File: src/rtl/booth_mult.sv
// Sequential signed radix-4 Booth multiplier: one Booth digit per clock,
// full-width product and finish flag after OPERAND_SIZE/2 edges.
//
// state | meaning
// IDLE  | waiting for enable; start edge latches operands and retires digit 0
// BUSY  | retiring digits 1 .. OPERAND_SIZE/2-1
// DONE  | product valid, finish held high while enable stays high
module booth_mult #(
    parameter int OPERAND_SIZE = 16
) (
    input  logic                        clk,
    input  logic                        rst,
    input  logic                        enable,
    input  logic [OPERAND_SIZE-1:0]     multiplicand,
    input  logic [OPERAND_SIZE-1:0]     multiplier,
    output logic [2*OPERAND_SIZE-1:0]   product,
    output logic                        finish
);

    localparam int N      = OPERAND_SIZE;
    localparam int DIGITS = N / 2;
    localparam int CW     = $clog2(DIGITS) + 1;

    typedef enum logic [1:0] {IDLE, BUSY, DONE} state_t;

    state_t state, state_next;

    logic [N-1:0]  a_reg;
    logic [N:0]    b_reg;      // remaining multiplier bits, bit 0 is the look-back bit
    logic [N+1:0]  hi;         // upper accumulator, N+2 bits so -2A never overflows
    logic [N-1:0]  lo;         // product bits already shifted out of the accumulator
    logic [CW-1:0] cnt;

    logic          starting, step, last;
    logic [N-1:0]  a_cur;
    logic [2:0]    digit;
    logic [N+1:0]  hi_cur, ax, pp, sum, hi_next;
    logic [N-1:0]  lo_cur, lo_next;

    always_ff @(posedge clk) begin
        if (rst) state <= IDLE;
        else     state <= state_next;
    end

    always_comb begin
        state_next = state;
        case (state)
            IDLE:    if (enable) state_next = BUSY;
            BUSY:    if (!enable) state_next = IDLE;
                     else if (last) state_next = DONE;
            DONE:    if (!enable) state_next = IDLE;
            default: state_next = IDLE;
        endcase
    end

    assign starting = (state == IDLE) && enable;
    assign step     = ((state == IDLE) || (state == BUSY)) && enable;
    assign last     = (state == BUSY) && (cnt == CW'(DIGITS - 1));

    // On the start edge the operands come straight from the ports.
    assign a_cur  = (state == IDLE) ? multiplicand : a_reg;
    assign digit  = (state == IDLE) ? {multiplier[1:0], 1'b0} : b_reg[2:0];
    assign hi_cur = (state == IDLE) ? '0 : hi;
    assign lo_cur = (state == IDLE) ? '0 : lo;
    assign ax     = {{2{a_cur[N-1]}}, a_cur};

    always_comb begin
        pp = '0;
        case (digit)
            3'b001, 3'b010: pp = ax;
            3'b011:         pp = ax << 1;
            3'b100:         pp = -(ax << 1);
            3'b101, 3'b110: pp = -ax;
            default:        pp = '0;
        endcase
    end

    assign sum     = hi_cur + pp;
    assign hi_next = {{2{sum[N+1]}}, sum[N+1:2]};
    assign lo_next = {sum[1:0], lo_cur[N-1:2]};

    always_ff @(posedge clk) begin
        if (rst) begin
            a_reg   <= '0;
            b_reg   <= '0;
            hi      <= '0;
            lo      <= '0;
            cnt     <= '0;
            product <= '0;
            finish  <= 1'b0;
        end else begin
            if (starting) a_reg <= multiplicand;
            if (step) begin
                b_reg <= starting ? ({multiplier, 1'b0} >> 2) : (b_reg >> 2);
                hi    <= hi_next;
                lo    <= lo_next;
                cnt   <= starting ? CW'(1) : cnt + CW'(1);
            end
            if (last && enable) product <= {hi_next[N-1:0], lo_next};
            finish <= (state_next == DONE);
        end
    end

endmodule

File: config.mk
export PLATFORM = sky130hd
export DESIGN_NAME = booth_mult
export DESIGN_NICKNAME = d
export VERILOG_FILES = /design/src/rtl/booth_mult.sv
export SDC_FILE = /design/constraint.sdc
export NUM_CORES = 1
export LEC_CHECK = 0
export CAP_MARGIN = 20
export CORE_MARGIN = 2
export CORE_UTILIZATION = 35
export CTS_CLUSTER_SIZE = 8
export DETAILED_ROUTE_END_ITERATION = 8
export GPL_TIMING_DRIVEN = 0
export PLACE_DENSITY = 0.58
export SETUP_SLACK_MARGIN = 0.2
export SYNTH_ARGS = -nofsm -noshare
export SYNTH_HDL_FRONTEND = slang
export SYNTH_SLANG_ARGS = --single-unit
File: constraint.sdc
create_clock -name clk -period 6.6 [get_ports clk]
set_input_delay 0.66 -clock clk [delete_from_list [all_inputs] [get_ports clk]]
set_output_delay 0.66 -clock clk [all_outputs]
set_load 0.005 [all_outputs]
==> qor.txt, run 1 <==
Post-route cell area: 6730 sq um
Final Hold Viols: 0
Syn Inst Count: 705
First-pass GRT wire length: 26.1 mm
Antenna cells: 0
Gr busiest metal: met2
HP Class: register to register
Number of global-route vias before repair: 5192
Synthesized area per cell: 7.78 sq um
# hold bufs at CTS: 0
Die width: 129 um
Row count: 45
Number of flip-flops in the largest register: 32
Placed Area: 6420 sq um
DRT antenna net count: 0
Initial Util: 35.9%
#FFs+latches synth: 100
Wirelength per Cell: 16.0 um
TritonCTS clock tree: built
Slew Viols, Final: 0
Most frequent cells in the layout: nand2_1 (145), dfxtp_1 (100), a21oi_1 (96)
Die ar.: 16700 sq um
Syn nets: 760
Final worst slack: 1370 ps
Lkg Pwr: 2.45 nW
Area growth syn-to-layout: 22.7%
Overall power: 1.47 mW
RSZ-0062 raised after global routing: false
WS Path Type: register to register
Status: finished clean
M2 GR Usage: 33.2%
Initial antenna violation count: 0
Total congestion overflow: 0
Tightest Pin Transition: 779 ps
CP endpoint kind: register
Final wirelength: 16.0 mm
Clk buf depth: 2
Clock skew: 10.3 ps
Synth area leader: dfxtp_1
GRT Total Usage: 19.8%
Drt first-iter violations: 278
Async SR Flop Fraction: 0%
Sequential area share after synthesis: 36.5%
Worst skew pair latency: 350 ps
Yosys cell types: 50
Ranking of synthesized cells by area: dfxtp_1 (36%), nand2_1 (9.9%), a21oi_1 (8.8%), mux2i_1 (5.3%), ha_1 (4.3%)
Core Region: 15300 sq um
Minimum clock period: 5230 ps
Area taken by flip-flops and latches: 2000 sq um
Largest net degree at the start of global routing: 18
Met1 usage: 25.5%
Final setup fails: 0
Worst-path clk slew: 70 ps
Root Driver: clkbuf_16
Vias: 5259
Ports: 68
Routing usage on met3: 3.39%
CTS H-tree depth: 3
Yosys top cell area share: 36.5%
Port Buf Inserts: 67
Max_cap viols: 0
Gates resized, CTS repair: 0
Relative slew slack: 48.1%
Worst Path Arrival: 5490 ps
Synthesized area: 5490 sq um
Util after Layout: 44.1%
WP data required: 6850 ps
F_max: 191 MHz
Setup slack at placement: 1420 ps
Drt pass-1 iters: 5
Power Dens Cells: 218 nW/um^2
CTS Buf Count: 9
Maximum VDD drop: 0.118 mV
Fill count: 1556
Via density: 5.26
Residual DRC: 0
Final GP Congestion: 0.922
Commonest non-fill, non-tap cell in the layout: nand2_1
Post-route setup TNS: 0 ps
Synth Warn #: 0
Ys flop type: dfxtp_1
Post-CTS setup buffer count: 0
Post-detail-place hpwl: 12.1 mm
Clock Sinks: 100
Critical-path maximum fanout: 10
Share of cells above drive strength 1: 3.55%
Multi-input logic area: 3260 sq um
Number of synthesized flops with an enable pin: 0
Crit start category: register
Final nets: 838
Final Cycle Share: 79.3%
Die height: 129 um
## final cells by class
type,instances,share of cell area (%)
clock inverter,6,1.10
tap,211,3.92
multi-input combinational,551,48.4
timing repair buffer,67,9.96
inverter,6,0.335
sequential,100,29.7
buffer,48,2.97
clock buffer,10,3.55
## through the flow
step	instances	hold slack, ps
floorplan	705	432
global placement	983	439
detailed placement	983	446
CTS	999	456
global route	999	475
finish	999	454
## worst paths after layout
| kind | end | from | slack [ps] | cells past startpoint |
|---|---|---|---|---|
| worst max-delay path | hi[15] | state[0] | 1370 | 19 |
| worst min-delay path | hi[5] | hi[5] | 450 | 2 |
| worst max register to register | hi[15] | state[0] | 1370 | 19 |
| worst min register to register | hi[5] | hi[5] | 450 | 2 |
## cell usage after synthesis, drive strengths merged (4+ instances only)
library cell    n
dfxtp         100
a31oi           7
a21o            4
o221ai         13
nand3b          5
nor3           12
nor2           49
buf             6
nor2b           7
o21ai          10
nor3b           4
and2           18
a211oi         21
ha             19
inv             6
nand3          35
nand2         145
nand2b          5
nor4            7
a21oi          97
xor2           14
clkbuf         42
o22a            7
xnor2          19
mux2i          29
## cells by family after synthesis
group                    share of synthesized area (%)
AND/OR/NAND/NOR                                   24.6
buffers and inverters                             4.06
flip-flops                                        36.5
AO/OA/AOI/OAI                                     19.1
XOR/XNOR                                          5.27
adder cells (fa/ha/maj)                           4.70
multiplexers                                      5.77
## metal layers
metal / wire length, um / up-vias
li1: - / 2617
met1: 7440 / 2515
met2: 7530 / 104
met3: 627 / 23
met4: 356 / 0
met5: 0 / -
## power breakdown
part           switching (mW)  internal, mW  total, mW  leakage, nW
clock network           0.255         0.309      0.564        0.156
registers              0.0144         0.626      0.641        0.815
logic                   0.159         0.106      0.265         1.48
total                   0.429          1.04       1.47         2.45
## worst max-delay path, stage by stage, from the launching register on
cell	delay (ps)
dfxtp_1	310
buf_6	130
nor2_2	320
buf_1	640
mux2i_1	470
ha_1	250
nor2b_1	130
buf_2	220
nand2b_1	90
xnor2_1	190
o221ai_1	190
ha_1	400
nand3_1	100
and2_1	170
o21ai_0	300
nor3_1	150
o31ai_1	430
a31oi_1	160
xnor2_1	180
a211oi_1	270
No activity file was read; power rests on OpenSTA's default activity.
==> inputs of run 2 (changes only) <==
PLACE_DENSITY = 0.6   (was 0.58)
clock period = 4.2 ns   (was 6.6 ns; I/O delays follow)
==> qor.txt, run 2 (synthesized netlist as in run 1, its figures left out) <==
Sw Pwr: 681 uW
Internal Power: 1.62 mW
Status: finished clean
Minimum clock period: 3840 ps
Root Driver: clkbuf_16
Port Buf Inserts: 67
Max_cap viols: 0
F_max: 260 MHz
R2R Path Start: state[0]
Worst r2r dst: hi[15]
Critical-path maximum fanout: 10
Core Region: 15300 sq um
# hold bufs at CTS: 0
Clock Sinks: 100
Final wirelength: 15.9 mm
Switching Fraction: 29.7%
R2R setup slack: 360 ps
WP data required: 4410 ps
Final GP Congestion: 0.885
Number of flip-flops in the largest register: 32
Row count: 45
Drt first-iter violations: 328
WS Path Type: register to register
Antenna cells: 0
Number of global-route vias before repair: 4982
Die width: 129 um
Total congestion overflow: 0
M2 GR Usage: 30.1%
Wirelength per Cell: 15.6 um
TritonCTS clock tree: built
Die height: 129 um
Worst skew pair latency: 360 ps
First-pass GRT wire length: 25.3 mm
GRT Total Usage: 19.1%
Met1 usage: 25.7%
Residual DRC: 0
Worst-path clk slew: 70 ps
Reg2reg path depth: 17
Vias: 5288
Gr busiest metal: met2
Tightest Pin Transition: 715 ps
Initial antenna violation count: 0
Initial Util: 35.9%
Clk buf depth: 2
Slew Viols, Final: 0
Drt pass-1 iters: 5
Power Dens Cells: 320 nW/um^2
Worst hold path stage count: 2
Final Hold Viols: 0
Fill count: 1534
RSZ-0062 raised after global routing: true
Hold slack: 453 ps
Hold path startpoint: hi[12]
Largest net degree at the start of global routing: 17
Worst Path Arrival: 4050 ps
Relative slew slack: 52.3%
Routing usage on met3: 3.14%
CTS H-tree depth: 3
Via density: 5.17
Gate power share: 21.1%
Die ar.: 16700 sq um
HP Class: register to register
DRT antenna net count: 0
Overall power: 2.30 mW
Crit start category: register
Clock skew: 5.37 ps
Register share of total power: 43.9%
Final Cycle Share: 91.5%
CP endpoint kind: register
Most frequent cells in the layout: nand2_1 (144), dfxtp_1 (100), a21oi_1 (93)
CTS Buf Count: 9
Hold endpoint: hi[12]
Commonest non-fill, non-tap cell in the layout: nand2_1
Final nets: 861
Maximum VDD drop: 0.206 mV
Share of cells above drive strength 1: 11.3%
Ports: 68
Lkg Pwr: 2.62 nW
Area growth syn-to-layout: 30.7%
Post-detail-place hpwl: 11.4 mm
Clock power frac: 35.0%
Final setup fails: 0
[run 2: changes by cell type in the layout (fill, tap and decap cells not counted), moves of 3 or more]
cell	change
a21oi_1	-3
buf_4	+22
clkbuf_1	-6
clkbuf_4	+3
mux2i_1	-3
o221ai_1	-5
o221ai_2	+5
[run 2: what timing repair did]
item,CTS,global route
endpoints found under the setup margin,24,17
buffers inserted,4,17
hold endpoints to repair,0,0
gates cloned,0,2
resized for setup,19,50
pin swaps,5,16
[run 2: critical path, stage by stage, from the launching register on]
cell and delay [ps]:
dfxtp_1 310, buf_6 130, or2_4 250, buf_4 190
a21oi_1 300, nor2_1 180, nand2_1 120, xor2_1 240
o221ai_1 220, ha_1 420, nand3_2 110, nor2_2 120
a21boi_4 240, nor3_4 70, o31ai_2 280, a31oi_1 140
xnor2_1 260, a211oi_1 110
[run 2: worst max-delay path by stage]
stage / start / to / slack (ps) / cells after the start
3_3_place_gp: state[0] / product[31] / -580 / 19
4_1_cts: state[0] / product[25] / 210 / 19
2_1_floorplan: state[0] / hi[15] / 300 / 19
5_1_grt: state[0] / hi[14] / 160 / 15
3_5_place_dp: state[0] / product[31] / -580 / 19
6_report: state[0] / hi[15] / 360 / 17
[run 2: power by group through the flow]
stage / clock (mW) / combinational (mW) / sequential (mW)
finish: 0.804 / 0.485 / 1.01
global route: 0.864 / 0.528 / 1.01
CTS: 0.821 / 0.426 / 1.01
detailed placement: 0 / 0.411 / 1.03
global placement: 0 / 0.410 / 1.03
floorplan: 0 / 0.287 / 1.02
[run 2: per-stage QoR]
stage	worst slack [ps]	util, %	instance area (sq um)	TNS, ps	cells
after detailed placement	-578	42.1	6420	-4640	983
after floorplan	304	-	5490	0	705
after global placement	-584	42.1	6420	-4340	983
after CTS	213	44.5	6800	0	1003
after global routing	160	47.0	7170	0	1022
final	359	47.0	7170	0	1022
[run 2: metal layers]
metal,wire [um],share of wire [%]
met4,533,3.4
met3,701,4.4
met5,0,0
met2,7230,45
met1,7440,47
[run 2: final cells by class]
class | count | area (sq um) | area share (%)
Multi-Input combinational cell | 551 | 3490 | 48.8
Sequential cell | 100 | 2000 | 27.9
Timing Repair Buffer | 90 | 865 | 12.1
Tap cell | 211 | 264 | 3.68
Clock buffer | 11 | 243 | 3.39
Buffer | 48 | 241 | 3.37
Clock inverter | 5 | 35.0 | 0.489
Inverter | 6 | 22.5 | 0.314
